**src/rtl/ch_seq_pkg.sv**
```systemverilog
// Shared state encoding and default sizes for the per-shot channel sequencer.
package ch_seq_pkg;

    localparam int unsigned N_CH_DEF       = 4;
    localparam int unsigned DATA_W_DEF     = 16;
    localparam int unsigned CHARGE_CYC_DEF = 3;
    localparam int unsigned TMO_W_DEF      = 20;

    typedef enum logic [2:0] {
        StIdle,
        StArmed,
        StCharge,
        StRun,
        StDone
    } state_e;

endpackage

```
**src/rtl/ch_seq_shadow.sv**
```systemverilog
// Staging plus active delay-code banks: host writes land in staging at any time,
// and the active bank is refreshed only on the copy strobe.
module ch_seq_shadow
    import ch_seq_pkg::*;
#(
    parameter int unsigned N_CH   = N_CH_DEF,
    parameter int unsigned DATA_W = DATA_W_DEF,
    parameter int unsigned AW     = (N_CH > 1) ? $clog2(N_CH) : 1
) (
    input  logic                     i_clk,
    input  logic                     i_rst,
    input  logic                     i_wr,
    input  logic [AW-1:0]            i_wr_addr,
    input  logic [DATA_W-1:0]        i_wr_data,
    input  logic                     i_copy,
    output logic [N_CH*DATA_W-1:0]   o_active
);

    logic [N_CH-1:0][DATA_W-1:0] stage_q, stage_d;
    logic [N_CH-1:0][DATA_W-1:0] active_q, active_d;

    always_comb begin
        stage_d  = stage_q;
        active_d = active_q;
        for (int k = 0; k < N_CH; k++) begin
            if (i_wr && (i_wr_addr == AW'(k))) begin
                stage_d[k] = i_wr_data;
            end
        end
        // Copy from the registered bank so a same-cycle write only affects the next shot.
        if (i_copy) begin
            active_d = stage_q;
        end
    end

    always_ff @(posedge i_clk) begin
        if (i_rst) begin
            stage_q  <= '0;
            active_q <= '0;
        end else begin
            stage_q  <= stage_d;
            active_q <= active_d;
        end
    end

    assign o_active = active_q;

endmodule

```
**src/rtl/ch_seq_ctrl.sv**
```systemverilog
// Per-shot sequencer for the channel delay counters: latches codes at trigger, runs
// charge/start, collects channel edges. Define CH_SEQ_STAGGER_EN to stagger start edges.
module ch_seq_ctrl
    import ch_seq_pkg::*;
#(
    parameter int unsigned N_CH       = N_CH_DEF,
    parameter int unsigned DATA_W     = DATA_W_DEF,
    parameter int unsigned CHARGE_CYC = CHARGE_CYC_DEF,
    parameter int unsigned TMO_W      = TMO_W_DEF
) (
    input  logic                   i_clk,
    input  logic                   i_rst,
    input  logic                   i_arm,
    input  logic                   i_trig,
    input  logic                   i_mod,
    input  logic [N_CH-1:0]        i_ch_en,
    input  logic                   i_wr,
    input  logic [((N_CH > 1) ? $clog2(N_CH) : 1)-1:0] i_wr_addr,
    input  logic [DATA_W-1:0]      i_wr_data,
    input  logic [TMO_W-1:0]       i_tmo_limit,
    input  logic [N_CH-1:0]        i_ch_out,
    output logic [N_CH*DATA_W-1:0] o_ch_data,
    output logic [N_CH-1:0]        o_first_charge,
    output logic [N_CH-1:0]        o_ch_start,
    output logic                   o_mod,
    output logic [N_CH-1:0]        o_fired,
    output logic                   o_busy,
    output logic                   o_done,
    output logic                   o_timeout,
    output logic                   o_trig_lost
);

    localparam int unsigned AW = (N_CH > 1) ? $clog2(N_CH) : 1;
    localparam int unsigned CW = $clog2(CHARGE_CYC + 1);

    state_e            state_q, state_d;
    logic [N_CH-1:0]   en_q, en_d;
    logic              mod_q, mod_d;
    logic [N_CH-1:0]   fired_q, fired_d;
    logic [N_CH-1:0]   fc_q, fc_d;
    logic [N_CH-1:0]   start_q, start_d;
    logic              done_q, done_d;
    logic              timeout_q, timeout_d;
    logic              lost_q, lost_d;
    logic [TMO_W-1:0]  tmo_cnt_q, tmo_cnt_d;
    logic [CW-1:0]     chg_cnt_q, chg_cnt_d;
    logic              arm_q;
    logic [N_CH-1:0]   ch_prev_q;
    logic [N_CH-1:0]   rise;
    logic [N_CH-1:0]   stag_mask;
    logic              copy;

    ch_seq_shadow #(
        .N_CH   (N_CH),
        .DATA_W (DATA_W),
        .AW     (AW)
    ) u_shadow (
        .i_clk     (i_clk),
        .i_rst     (i_rst),
        .i_wr      (i_wr),
        .i_wr_addr (i_wr_addr),
        .i_wr_data (i_wr_data),
        .i_copy    (copy),
        .o_active  (o_ch_data)
    );

`ifdef CH_SEQ_STAGGER_EN
    // Channel k starts k cycles into RUN; the RUN cycle index is the timeout counter.
    always_comb begin
        stag_mask = '0;
        for (int k = 0; k < N_CH; k++) begin
            if (state_q == StRun) begin
                stag_mask[k] = (int'(tmo_cnt_q) + 1) >= k;
            end else begin
                stag_mask[k] = (k == 0);
            end
        end
    end
`else
    assign stag_mask = '1;
`endif

    assign rise = i_ch_out & ~ch_prev_q & en_q;

    always_comb begin
        state_d   = state_q;
        en_d      = en_q;
        mod_d     = mod_q;
        fired_d   = fired_q;
        fc_d      = '0;
        start_d   = start_q;
        done_d    = 1'b0;
        timeout_d = timeout_q;
        lost_d    = lost_q;
        tmo_cnt_d = tmo_cnt_q;
        chg_cnt_d = chg_cnt_q;
        copy      = 1'b0;

        if (i_trig && (state_q != StArmed)) begin
            lost_d = 1'b1;
        end else if (arm_q && !i_arm) begin
            lost_d = 1'b0;
        end

        unique case (state_q)
            StIdle: begin
                if (i_arm) state_d = StArmed;
            end
            StArmed: begin
                if (!i_arm) begin
                    state_d = StIdle;
                end else if (i_trig) begin
                    copy      = 1'b1;
                    en_d      = i_ch_en;
                    mod_d     = i_mod;
                    fired_d   = '0;
                    timeout_d = 1'b0;
                    tmo_cnt_d = '0;
                    chg_cnt_d = '0;
                    if (i_ch_en == '0) begin
                        state_d = StDone;
                        done_d  = 1'b1;
                    end else begin
                        state_d = StCharge;
                        fc_d    = i_ch_en;
                    end
                end
            end
            StCharge: begin
                if (chg_cnt_q == CW'(CHARGE_CYC - 1)) begin
                    state_d = StRun;
                    start_d = en_q & stag_mask;
                end else begin
                    chg_cnt_d = chg_cnt_q + CW'(1);
                    fc_d      = en_q;
                end
            end
            StRun: begin
                fired_d = fired_q | rise;
                start_d = en_q & stag_mask;
                if (tmo_cnt_q != '1) tmo_cnt_d = tmo_cnt_q + TMO_W'(1);
                if (fired_d == en_q) begin
                    state_d = StDone;
                    done_d  = 1'b1;
                    start_d = '0;
                end else if ((i_tmo_limit != '0) && (tmo_cnt_q == i_tmo_limit - TMO_W'(1))) begin
                    state_d   = StDone;
                    done_d    = 1'b1;
                    timeout_d = 1'b1;
                    start_d   = '0;
                end
            end
            StDone: begin
                start_d = '0;
                state_d = i_arm ? StArmed : StIdle;
            end
            default: state_d = StIdle;
        endcase
    end

    always_ff @(posedge i_clk) begin
        if (i_rst) begin
            state_q   <= StIdle;
            en_q      <= '0;
            mod_q     <= 1'b0;
            fired_q   <= '0;
            fc_q      <= '0;
            start_q   <= '0;
            done_q    <= 1'b0;
            timeout_q <= 1'b0;
            lost_q    <= 1'b0;
            tmo_cnt_q <= '0;
            chg_cnt_q <= '0;
            arm_q     <= 1'b0;
            ch_prev_q <= '0;
        end else begin
            state_q   <= state_d;
            en_q      <= en_d;
            mod_q     <= mod_d;
            fired_q   <= fired_d;
            fc_q      <= fc_d;
            start_q   <= start_d;
            done_q    <= done_d;
            timeout_q <= timeout_d;
            lost_q    <= lost_d;
            tmo_cnt_q <= tmo_cnt_d;
            chg_cnt_q <= chg_cnt_d;
            arm_q     <= i_arm;
            ch_prev_q <= i_ch_out;
        end
    end

    assign o_first_charge = fc_q;
    assign o_ch_start     = start_q;
    assign o_mod          = mod_q;
    assign o_fired        = fired_q;
    assign o_busy         = (state_q == StCharge) || (state_q == StRun);
    assign o_done         = done_q;
    assign o_timeout      = timeout_q;
    assign o_trig_lost    = lost_q;

endmodule

```
**config.mk**
```make
export PLATFORM = sky130hd
export DESIGN_NAME = ch_seq_ctrl
export DESIGN_NICKNAME = d
export VERILOG_FILES = /design/src/rtl/ch_seq_pkg.sv /design/src/rtl/ch_seq_shadow.sv /design/src/rtl/ch_seq_ctrl.sv
export SDC_FILE = /design/constraint.sdc
export NUM_CORES = 1
export LEC_CHECK = 0
export CORE_ASPECT_RATIO = 1.4
export CORE_UTILIZATION = 35
export DETAILED_ROUTE_END_ITERATION = 10
export HOLD_SLACK_MARGIN = 0.03
export PLACE_DENSITY_LB_ADDON = 0.15
export SETUP_SLACK_MARGIN = 0.4
export SYNTH_ARGS = -nofsm -noshare
export SYNTH_HDL_FRONTEND = slang
export SYNTH_SLANG_ARGS = --single-unit
export TNS_END_PERCENT = 50
```
**constraint.sdc**
```tcl
create_clock -name i_clk -period 3.4 [get_ports i_clk]
set_input_delay 0.34 -clock i_clk [delete_from_list [all_inputs] [get_ports i_clk]]
set_output_delay 0.34 -clock i_clk [all_outputs]
set_load 0.01 [all_outputs]
```
; After elaboration in Yosys (flattened, before gate mapping)
; Cells that the tools add are included.
[classes]
add_sub_neg = 3
eq_ne = 22
mux = 45
n_bitwise = 4
reduce_logical = 24
[op_table]
columns = operator, count
row1 = $mux 20, 3
row2 = $pmux 20 s2, 1
row3 = $mux 4, 9
row4 = $mux 3, 7
row5 = $add 20x1->20 const B, 1
row6 = $eq 20x20->1, 1
row7 = $ne 20x20->1 const B, 1
row8 = $reduce_bool 20->1, 1
row9 = $sub 20x1->20 const B, 1
row10 = $ne 2x2->1 const B, 8
row11 = $pmux 4 s2, 2
row12 = $mux 1, 15
row13 = $pmux 3 s5, 1
row14 = $pmux 4 s3, 1
row15 = $reduce_and 4->1, 3
row16 = $and 4x4->4, 2
row17 = $logic_and 1x1->1, 7
row18 = $eq 2x2->1 const B, 3
row19 = $eq 3x2->1 const B, 2
row20 = $mux 2, 3
row21 = $ne 3x3->1 const B, 2
row22 = $reduce_and 3->1, 2
row23 = $reduce_bool 2->1, 3
row24 = $reduce_and 5->1, 1
row25 = 17 further kinds, 18
[totals]
ff_bits = 178
word_cells = 119

; Logic depth before layout (Yosys ltp)
; Gate-level depths: netlist of the first run.
[depth]
word_depth = 7
mapped_depth = 9
mapped_depth_nobuf = 9

; Modules after synthesis
; From an unflattened synthesis of the first run, not the netlist that was laid out.
[hier_totals]
hier_cells = 794
hier_area_um2 = 7701.1
[by_module_without_submodules]
columns = module, n_inst, cells_per_inst, area_each_um2
row1 = ch_seq_shadow, 1, 436, 4785.8
row2 = ch_seq_ctrl, 1, 358, 2915.3

; Worst setup path after synthesis of the first run
; No wires, ideal clock.
[synth_timing]
kind = input to register
start = input port i_tmo_limit[10]
end = register start_q[0] (netlist: o_ch_start[0])
arrival_time_ns = 2.714
required_ns = 3.271
slack_ns = 0.557
cell_stages = 7
path_buffers = 0
path_cell_list = or4_1 -> or4_1 -> a2111oi_2 -> o221ai_1 -> or4_4 -> o31ai_4 -> o21ai_1
[synth_between]
elab_chain_cells = 6
word_cells_on_any_way = 7
[synth_lines]
columns = element, line
row1 = start: declaration, ch_seq_ctrl.sv:20  ; input logic [TMO_W-1:0] i_tmo_limit,
row2 = $sub 20x1->20, ch_seq_ctrl.sv:146  ; end else if ((i_tmo_limit != '0) && (tmo_cnt_q == i_tmo_limit - TMO_W'(1))) begin
row3 = $eq 20x20->1, ch_seq_ctrl.sv:146
row4 = $logic_and 1x1->1 (*), ch_seq_ctrl.sv:146
row5 = $mux 4 (*), ch_seq_ctrl.sv:146
row6 = $mux 4 (*), ch_seq_ctrl.sv:142  ; if (fired_d == en_q) begin
row7 = $pmux 4 s3 (*), ch_seq_ctrl.sv:105  ; unique case (state_q)
row8 = end signal: assignment, ch_seq_ctrl.sv:182  ; start_q <= start_d;
row9 = end: declaration, ch_seq_ctrl.sv:41  ; logic [N_CH-1:0] start_q, start_d;
; Every way passes the cells marked *; elsewhere a longest branch is shown, timed or not.
; A chain may end at the register's enable or synchronous reset.

; Final worst setup path of the first run
[layout_timing]
start = input port i_tmo_limit[1]
end = register state_q[2]
[layout_between]
elab_chain_cells = 5
word_cells_on_any_way = 6
[layout_lines]
columns = element, line
row1 = $sub 20x1->20, ch_seq_ctrl.sv:146
row2 = $eq 20x20->1, ch_seq_ctrl.sv:146
row3 = $logic_and 1x1->1 (*), ch_seq_ctrl.sv:146
row4 = $ne 3x3->1 (no line) (*), n/a
row5 = $reduce_and 4->1 (no line) (*), n/a
row6 = end signal: assignment, ch_seq_ctrl.sv:163  ; state_q <= StIdle;
row7 = end signal: assignment, ch_seq_ctrl.sv:177  ; state_q <= state_d;
row8 = end: declaration, ch_seq_ctrl.sv:36  ; state_e state_q, state_d;
; Marks and branches as above.

==> flow_metrics.py, run 1 <==
metrics = {
    "drt": {
        "route.detailed.drc": 6,
        "vias": 6747,
        "dr.pass1.iters": 9,
        "detail-route-antenna-nets": 0,
        "first_iter_violations": 434,
        "drt_wl_total_mm": 20.8,
        "wl_per_cell_um": 15.4,
        "viasPerCell": 5.00,
    },
    "worst_hold_path": {
        "holdCritPathClass": "input port to register",
        "hold_end": "o_ch_start[3]",
        "hold_start": "i_rst",
        "hold_depth": 4,
    },
    "worst_setup_path": {
        "worst_setup_path_start_kind": "input port",
        "crit_path_max_incr_delay_ns": 0.52,
        "r2r_slack_ns": 0.70,
        "r2r-start": "tmo_cnt_q[14]",
        "r2r_cells": 8,
        "path_max_fanout": 8,
        "critical_path_class": "input port to register",
        "slowest_stage": "or4_1",
        "end_kind": "register",
        "rr_endpoint": "state_q[2]",
        "arrival_ns": 3.25,
        "cp_cell_sequence": "clkdlybuf4s50_1 -> buf_4 -> inv_1 -> ha_1 -> nor4b_2 -> and4_4 -> or4_1 -> o32ai_2 -> o32ai_2 -> buf_4 -> o31ai_4 -> buf_12 -> o2bb2ai_1",
        "required_ns": 3.74,
    },
    "sta": {
        "min_period_ns": 2.90,
        "maxSlewViolCount": 0,
        "max-slew-margin-rel": 0.458,
        "setup_viol": 0,
        "hold_viol": 0,
        "fmax_ghz": 0.345,
        "fin_crit_sh": 0.853,
        "worst_pin_slew_ns": 0.813,
        "fin_ws_ns": 0.498,
        "rsz0062_at_grt": "false",
        "hold_ws_ns": 0.331,
        "finClkSkew_ns": 0.0108,
    },
    "power_and_ir_drop": {
        "p_sw_frac": 0.253,
        "peakVddDrop_mv": 0.289,
        "intPower_uw": 3410,
        "p_clk_frac": 0.436,
        "pwr-share-comb": 0.093,
        "total_power_uw": 4560,
        "powerDensity_mw_per_mm2": 463,
        "power_frac_seq": 0.471,
        "power_switching_uw": 1150,
        "p_leak_uw": 0.00332,
    },
    "global_routing": {
        "overflow": 0,
        "first_global_vias": 6432,
        "grt_use_met1": 0.224,
        "gr-usage-all-layers": 0.190,
        "grt_max_degree": 148,
        "grt_util_met2": 0.341,
        "grt_pass1_wl_mm": 32.8,
        "grt_antenna_before_repair": 0,
        "gr-max-usage-layer": "met2",
        "grt_util_met3": 0.0339,
    },
    "die": {
        "dieArea_sq_mm": 0.0218,
        "ios": 133,
        "die_h_um": 174,
        "coreArea_sq_mm": 0.0206,
        "die_w_um": 125,
        "placementRows": 62,
        "initial_core_util": 0.360,
    },
    "logic_synthesis": {
        "synth.most_common_cell": "nand2_1",
        "synth-seq-area-share": 0.480,
        "synth-seq-cells": 178,
        "synth_area_leaders": "dfxtp_1 (48%), nand2_1 (15%), a21oi_1 (11%)",
        "yosys_most_used_dff": "dfxtp_1",
        "synth_top_area_cell": "dfxtp_1",
        "yosys.cell_types.count": 52,
        "syn_inst": 952,
        "syn_area_sq_mm": 0.00742,
        "synthesis.nets": 1007,
        "ys_warn_count": 0,
        "synthTopCellsByCount": "nand2_1 (292), dfxtp_1 (178), a21oi_1 (161), clkbuf_1 (52), nor2_1 (43)",
        "synth-edff-count": 0,
        "syn_area_per_cell_sq_um": 7.80,
        "ys_async_sr_fraction": 0,
        "synth.top_cell.area_share": 0.480,
    },
    "final_layout": {
        "fill_cells": 2081,
        "diodes": 0,
        "finish.utilization": 0.477,
        "fin_area_sq_mm": 0.00985,
        "syn2layout_area_growth_pct": 32.7,
        "nets": 1136,
        "drive_above_1_share": 0.0887,
    },
    "outcome": {
        "status": "complete, but fails checks",
        "failed_checks": "DRC",
    },
    "clock_network": {
        "cts-root-buf": "clkbuf_16",
        "htree_levels": 4,
        "clockBufferDepth": 2,
        "numCtsBuffers": 17,
        "clk_pin_slew_worst_paths_ns": 0.07,
        "cts_tree": "built",
        "clock_latency_ns": 0.42,
        "cts_sinks": 178,
    },
    "placement": {
        "placed_area_sq_mm": 0.00914,
        "io_buffers": 132,
        "gp_congestion": 0.833,
        "pre_cts_ws_ns": -0.162,
        "dp_hpwl_mm": 13.9,
    },
    "job": {
        "drv_cap": 0,
    },
}
-- placed cells by master (no fill, tap or decap), drive strengths merged, types with 12 or more instances in the layout --
cell type	instances
a21oi	161
buf	37
clkbuf	18
clkdlybuf4s50	127
dfxtp	178
inv	20
nand2	292
nand3	20
nor2	43
nor3	15
o21ai	12
xnor2	26
xor2	17
-- power groups by stage --
| stage | clock, uW | combinational (uW) | sequential, uW |
|---|---|---|---|
| final | 1990 | 424 | 2150 |
| after global routing | 2130 | 466 | 2160 |
| after CTS | 2060 | 423 | 2150 |
| after detailed placement | 0 | 417 | 2200 |
| after global placement | 0 | 415 | 2200 |
| after floorplan | 0 | 221 | 2190 |
-- what timing repair did --
action                     in CTS  in global routing
buffers inserted                1                  0
pin swaps                       1                  8
resized for setup               0                 19
setup endpoints to repair       8                  9
hold buffers                    0                  0
-- sequential cells by signal, indices dropped and copies added (netlist names) --
name and count:
u_shadow.o_active 64, u_shadow.stage_q 64, tmo_cnt_q 20, ch_prev_q 4, en_q 4, o_ch_start 4
o_fired 4, o_first_charge 4, state_q 3, chg_cnt_q 2, arm_q 1, o_done 1
o_mod 1, o_timeout 1, o_trig_lost 1
-- worst max path at each step --
| stage | start | end | slack (ns) |
|---|---|---|---|
| detailed placement | i_tmo_limit[10] | state_q[0] | -0.16 |
| floorplan | i_tmo_limit[10] | o_ch_start[0] | 0.56 |
| CTS | i_tmo_limit[10] | o_done | 0.42 |
| global route | i_tmo_limit[1] | o_ch_start[1] | 0.38 |
| finish | i_tmo_limit[1] | state_q[2] | 0.50 |
| global placement | i_tmo_limit[10] | o_ch_start[3] | -0.11 |
-- routing by layer --
| metal | share of wire | wire length [um] | vias to the layer above |
|---|---|---|---|
| met2 | 0.51 | 10700 | 130 |
| li1 | - | - | 3467 |
| met3 | 0.037 | 771 | 23 |
| met5 | 0 | 0 | - |
| met1 | 0.43 | 8890 | 3127 |
| met4 | 0.021 | 446 | 0 |
-- cells by family (layout without fill, tap and decap cells) --
| logic type | after synthesis | in the layout | synth area share |
|---|---|---|---|
| buffers and inverters | 72 | 214 | 0.0366 |
| AO/OA/AOI/OAI | 203 | 203 | 0.153 |
| flip-flops | 178 | 178 | 0.480 |
| XOR/XNOR | 43 | 43 | 0.0507 |
| AND/OR/NAND/NOR | 453 | 453 | 0.275 |
| adder cells (fa/ha/maj) | 3 | 3 | 0.00506 |
-- critical path: cells and delay by family --
kind            cells  cell delay (ns)
compound gates      4             0.75
fa+ha+maj           1             0.22
buf+inv             5             1.00
simple gates        3             0.93
-- area by class of cell --
cell class              instances  area (sq um)  share of cell area
multi-input cells             702          3670               0.373
inverters                      14          52.6             0.00534
clock inverters                14           171              0.0174
clock buffers                  18           429              0.0436
repair buffers                168          1640               0.166
flip-flops and latches        178          3560               0.362
well taps                     256           320              0.0325
-- stage by stage --
step	TNS, ns	std cells
global route	0	1350
floorplan	0	952
finish	0	1350
global placement	-0.860	1317
detailed placement	-1.18	1317
CTS	0	1350
Power figures use the tool's default switching activity.
==> inputs of run 2 (changes only) <==
--- a/config.mk
+++ b/config.mk
@@ -13,5 +13,6 @@
 export SETUP_SLACK_MARGIN = 0.4
 export SYNTH_ARGS = -nofsm -noshare
 export SYNTH_HDL_FRONTEND = slang
+export SYNTH_HIERARCHICAL = 1
 export SYNTH_SLANG_ARGS = --single-unit
 export TNS_END_PERCENT = 50
==> run 2 against run 1 <==
  * The run now ends clean
  * Setup slack gained 0.13 ns
  * Synthesized cell count decreased by 17%
  * Via count is 14% lower
  * Utilization fell by 1.5 points
  * Largest power group unchanged
==> flow_metrics.py, run 2 <==
metrics = {
    "global_routing": {
        "grt_pass1_wl_mm": 30.3,
        "overflow": 0,
        "first_global_vias": 5769,
        "gr-usage-all-layers": 0.175,
        "grt_max_degree": 81,
        "grt_antenna_before_repair": 0,
    },
    "outcome": {
        "status": "finished, final reports clean",
    },
    "worst_setup_path": {
        "startpoint": "i_tmo_limit[1]",
        "worst_setup_path_start_kind": "input port",
        "r2r_cells": 8,
        "cp_cell_sequence": "clkdlybuf4s50_1 -> inv_1 -> ha_1 -> or3b_2 -> nor4_1 -> xnor2_1 -> o211ai_2 -> nor4_4 -> nand4_4 -> a21oi_2 -> o21ai_0",
        "r2r-start": "tmo_cnt_q[2]",
        "path_max_fanout": 5,
        "path_buf_inv": 2,
        "cp.depth": 11,
        "critical_path_class": "input port to register",
        "end_kind": "register",
        "required_ns": 3.71,
        "arrival_ns": 3.09,
        "critical_path.top_delay_family": "simple AND/OR/NAND/NOR gates",
        "slowest_stage": "or3b_2",
        "crit_path_max_incr_delay_ns": 0.53,
        "r2r_slack_ns": 0.97,
        "rr_endpoint": "tmo_cnt_q[15]",
    },
    "drt": {
        "detail-route-antenna-nets": 0,
        "dr.pass1.iters": 4,
        "first_iter_violations": 219,
        "route.detailed.drc": 0,
        "viasPerCell": 4.73,
        "drt_wl_total_mm": 18.8,
        "vias": 5783,
        "wl_per_cell_um": 15.4,
    },
    "final_layout": {
        "fill_cells": 2079,
        "layout_commonest_cell": "dfxtp_1",
        "drive_above_1_share": 0.0730,
        "syn2layout_area_growth_pct": 28.1,
        "final_cell_mix": "dfxtp_1 (178), clkdlybuf4s50_1 (131), mux2i_1 (128), nor2_1 (99), nand2b_1 (82)",
        "nets": 973,
        "diodes": 0,
    },
    "clock_network": {
        "cts_sinks": 178,
        "clock_latency_ns": 0.43,
        "clockBufferDepth": 2,
        "cts_resized": 0,
        "post_cts_buffers": 0,
        "cts-root-buf": "clkbuf_16",
        "clk_pin_slew_worst_paths_ns": 0.06,
        "cts_tree": "built",
        "htree_levels": 4,
        "numCtsBuffers": 17,
        "hold_buffers": 0,
    },
    "die": {
        "dieArea_sq_mm": 0.0226,
        "placementRows": 63,
        "ios": 133,
        "die_h_um": 178,
        "initial_core_util": 0.361,
        "die_w_um": 127,
        "coreArea_sq_mm": 0.0214,
    },
    "logic_synthesis": {
        "syn_area_sq_mm": 0.00770,
        "syn_inst": 794,
        "synthesis.nets": 849,
        "yosys_most_used_dff": "dfxtp_1",
        "synthTopCellsByCount": "dfxtp_1 (178), mux2i_1 (128), nor2_1 (99), nand2b_1 (82), nand2_1 (41)",
        "synth_area_leaders": "dfxtp_1 (46%), mux2i_1 (17%), nand2b_1 (6.7%)",
        "ys_warn_count": 6,
        "synth-seq-cells": 178,
        "synth.top_cell.area_share": 0.463,
        "synth_top_area_cell": "dfxtp_1",
        "ys_async_sr_fraction": 0,
        "synth-seq-area-share": 0.463,
        "yosys.cell_types.count": 67,
        "synth-edff-count": 0,
        "syn_area_per_cell_sq_um": 9.70,
        "synth.most_common_cell": "dfxtp_1",
    },
    "placement": {
        "gp_congestion": 0.824,
        "io_buffers": 132,
        "dp_hpwl_mm": 13.4,
    },
    "sta": {
        "fmax_ghz": 0.360,
        "rsz0062_at_grt": "false",
        "fin_setup_tns_ns": 0,
        "finClkSkew_ns": 0.00900,
        "min_period_ns": 2.78,
        "worst_pin_slew_ns": 0.812,
        "hold_viol": 0,
        "maxSlewViolCount": 0,
        "max-slew-margin-rel": 0.455,
        "setup_viol": 0,
        "fin_crit_sh": 0.817,
    },
    "power_and_ir_drop": {
        "peakVddDrop_mv": 0.307,
        "powerDensity_mw_per_mm2": 437,
        "total_power_uw": 4320,
        "p_leak_uw": 0.00372,
    },
    "worst_hold_path": {
        "hold_depth": 2,
        "hold_end": "arm_q",
        "holdCritPathClass": "input port to register",
        "hold_start": "i_rst",
    },
    "job": {
        "drv_cap": 0,
    },
}
## run 2: worst max path at each step
stage                               end
after global routing      o_ch_start[2]
final                     o_ch_start[2]
after global placement    o_ch_start[1]
after detailed placement  o_ch_start[2]
after floorplan           o_ch_start[3]
after CTS                 o_ch_start[2]
## run 2: cell type report
type,count,area (sq um),share of cell area
well taps,292,365,0.0370
clock inverters,12,82.6,0.00837
inverters,14,53.8,0.00545
repair buffers,146,1460,0.148
multi-input cells,561,3870,0.392
flip-flops and latches,178,3560,0.361
clock buffers,20,467,0.0473
## run 2: logic make-up (layout without fill, tap and decap cells)
logic type / after synthesis / after routing / synth area share
AND/OR/NAND/NOR: 327 / 327 / 0.230
flip-flops: 178 / 178 / 0.463
multiplexers: 129 / 129 / 0.168
AO/OA/AOI/OAI: 61 / 61 / 0.0538
buffers and inverters: 55 / 192 / 0.0346
XOR/XNOR: 41 / 41 / 0.0466
adder cells (fa/ha/maj): 3 / 3 / 0.00487
## run 2: metal layers
metal | global-route usage | vias up | wire length [um]
met1 | 0.208 | 2699 | 8310
met3 | 0.0428 | 17 | 789
met2 | 0.306 | 110 | 9500
li1 | - | 2957 | -
met4 | 0.0551 | 0 | 227
met5 | 0 | - | 0
## run 2: through the flow
| step | area [sq um] | setup WS (ns) | hold WS (ns) | cells | utilization |
|---|---|---|---|---|---|
| after floorplan | 7700 | 0.877 | 0.448 | 794 | - |
| after global placement | 9320 | 0.210 | 0.439 | 1191 | 0.436 |
| after detailed placement | 9320 | 0.146 | 0.443 | 1191 | 0.436 |
| after CTS | 9860 | 0.614 | 0.399 | 1223 | 0.462 |
| after global routing | 9860 | 0.450 | 0.432 | 1223 | 0.462 |
| final | 9860 | 0.623 | 0.409 | 1223 | 0.462 |
## run 2: power by group
| group | leakage (uW) | switching [uW] | internal [uW] | total, uW |
|---|---|---|---|---|
| Combinational | 0.00200 | 179 | 165 | 344 |
| Sequential | 0.00144 | 23.9 | 2120 | 2150 |
| Clock | 0.000274 | 830 | 994 | 1820 |
==> inputs of run 3 (changes only) <==
==> constraint.sdc (replaced) <==
create_clock -name i_clk -period 2.5 [get_ports i_clk]
set_input_delay 0.25 -clock i_clk [delete_from_list [all_inputs] [get_ports i_clk]]
set_output_delay 0.25 -clock i_clk [all_outputs]
set_load 0.01 [all_outputs]
==> run 3 against run 2 <==
  * Global-route usage increased by 0.33 points
  * Count of clock-buffer cells in the layout unchanged
  * Via count increased by 3.4%
  * Hold slack got worse by 0.11 ns
  * Wire length grew 2.6%
  * Setup slack lost 0.17 ns
  * Clock skew fell by 0.0019 ns
  * Critical path depth shrank 2
  * Critical path type unchanged
  * Largest cell class unchanged
  * Highest routed layer unchanged
==> flow_metrics.py, run 3 (synthesis gave the netlist of run 2 again) <==
metrics = {
    "worst_setup_path": {
        "critical_path_class": "input port to register",
        "required_ns": 2.82,
        "cp_cell_sequence": "clkdlybuf4s50_1 -> nor3_2 -> and3_2 -> nand2_2 -> or4b_1 -> nand2_2 -> nand4_4 -> a21oi_4 -> o21ai_1",
        "cp_common_cell": "nand2_2",
        "path_buf_inv": 1,
        "slowest_stage": "clkdlybuf4s50_1",
        "path_max_fanout": 5,
        "arrival_ns": 2.36,
        "end_kind": "register",
        "rr_endpoint": "tmo_cnt_q[15]",
        "r2r_cells": 9,
        "r2r_slack_ns": 0.48,
        "critical_path.top_delay_family": "simple AND/OR/NAND/NOR gates",
        "r2r-start": "tmo_cnt_q[2]",
        "worst_setup_path_start_kind": "input port",
        "crit_path_max_incr_delay_ns": 0.48,
    },
    "clock_network": {
        "clock_latency_ns": 0.42,
        "cts-root-buf": "clkbuf_16",
        "htree_levels": 4,
        "hold_buffers": 0,
        "clockBufferDepth": 2,
        "cts_tree": "built",
        "cts_sinks": 178,
        "numCtsBuffers": 17,
        "clk_pin_slew_worst_paths_ns": 0.07,
    },
    "sta": {
        "rsz0062_at_grt": "true",
        "fmax_ghz": 0.489,
        "fin_ws_ns": 0.454,
        "max-slew-margin-rel": 0.610,
        "finClkSkew_ns": 0.00714,
        "setup_viol": 0,
        "fin_crit_sh": 0.818,
        "worst_pin_slew_ns": 0.579,
        "maxSlewViolCount": 0,
        "hold_viol": 0,
        "min_period_ns": 2.05,
    },
    "final_layout": {
        "nets": 1017,
        "final_cell_mix": "dfxtp_1 (171), mux2i_1 (128), clkdlybuf4s50_1 (117), nor2_1 (98), nand2b_1 (82)",
        "finish.utilization": 0.488,
        "fin_area_sq_mm": 0.0104,
        "final_cell_count_no_fill": 1265,
        "drive_above_1_share": 0.152,
        "syn2layout_area_growth_pct": 35.4,
        "layout_commonest_cell": "dfxtp_1",
        "diodes": 0,
    },
    "placement": {
        "gp_congestion": 0.868,
        "pre_cts_ws_ns": -0.363,
        "dp_hpwl_mm": 13.7,
        "place_inst": 1229,
        "io_buffers": 132,
        "placed_area_sq_mm": 0.00963,
    },
    "power_and_ir_drop": {
        "powerDensity_mw_per_mm2": 594,
        "p_leak_uw": 0.00407,
        "peakVddDrop_mv": 0.433,
    },
    "global_routing": {
        "grt_antenna_before_repair": 0,
        "grt_max_degree": 61,
        "first_global_vias": 6013,
        "overflow": 0,
        "grt_pass1_wl_mm": 31.0,
        "gr-usage-all-layers": 0.178,
    },
    "worst_hold_path": {
        "hold_start": "i_rst",
        "hold_depth": 2,
        "hold_end": "arm_q",
        "holdCritPathClass": "input port to register",
    },
    "drt": {
        "viasPerCell": 4.73,
        "vias": 5980,
        "wl_per_cell_um": 15.3,
        "first_iter_violations": 299,
        "drt_wl_total_mm": 19.3,
        "dr.pass1.iters": 4,
        "detail-route-antenna-nets": 0,
        "route.detailed.drc": 0,
    },
    "die": {
        "coreArea_sq_mm": 0.0214,
        "placementRows": 63,
        "initial_core_util": 0.361,
        "die_h_um": 178,
        "die_w_um": 127,
        "ios": 133,
        "dieArea_sq_mm": 0.0226,
    },
    "outcome": {
        "status": "finished, final reports clean",
    },
    "job": {
        "drv_cap": 0,
    },
}
-- run 3: cell type report --
type / instances / area [sq um]
clock inverter: 10 / 160
inverter: 14 / 53.8
tap: 292 / 365
multi-input combinational: 561 / 4040
clock buffer: 20 / 447
timing repair buffer: 190 / 1780
sequential: 178 / 3580
fill: 2055 / 10900
-- run 3: how the worst max path moves through the flow --
stage / startpoint / to / slack (ns) / cells after the start
global placement: i_tmo_limit[0] / o_ch_start[3] / -0.33 / 11
global route: i_tmo_limit[2] / o_ch_start[3] / 0.39 / 9
finish: i_tmo_limit[14] / o_ch_start[3] / 0.45 / 9
CTS: i_tmo_limit[1] / o_ch_start[1] / 0.40 / 11
detailed placement: i_tmo_limit[0] / o_ch_start[1] / -0.36 / 11
floorplan: i_tmo_limit[4] / o_ch_start[1] / 0.35 / 9
-- run 3: per-stage QoR --
stage	hold slack, ns	setup TNS [ns]	power [uW]
global placement	0.441	-2.56	3490
global route	0.309	0	6450
floorplan	0.378	0	3250
detailed placement	0.444	-2.74	3490
CTS	0.284	0	6290
finish	0.296	0	6190
-- run 3: layer usage --
metal | track usage | part of all wire | routed length (um) | up-vias
met5 | 0 | 0 | 0 | -
met4 | 0.0794 | 0.023 | 451 | 0
met3 | 0.0365 | 0.035 | 681 | 25
met2 | 0.305 | 0.50 | 9610 | 125
met1 | 0.213 | 0.44 | 8570 | 2793
li1 | - | - | - | 3037
-- run 3: power breakdown --
| part | internal [uW] | total (uW) | leakage (uW) | switching, uW |
|---|---|---|---|---|
| clock network | 1680 | 2770 | 0.000284 | 1080 |
| registers | 2890 | 2910 | 0.00144 | 28.3 |
| logic | 250 | 512 | 0.00234 | 263 |
-- run 3: timing repair --
action | CTS | global route
setup endpoints to repair | 18 | 24
setup buffers | 1 | 4
gates cloned | 0 | 1
pin swaps | 14 | 26
gates resized for setup | 20 | 49
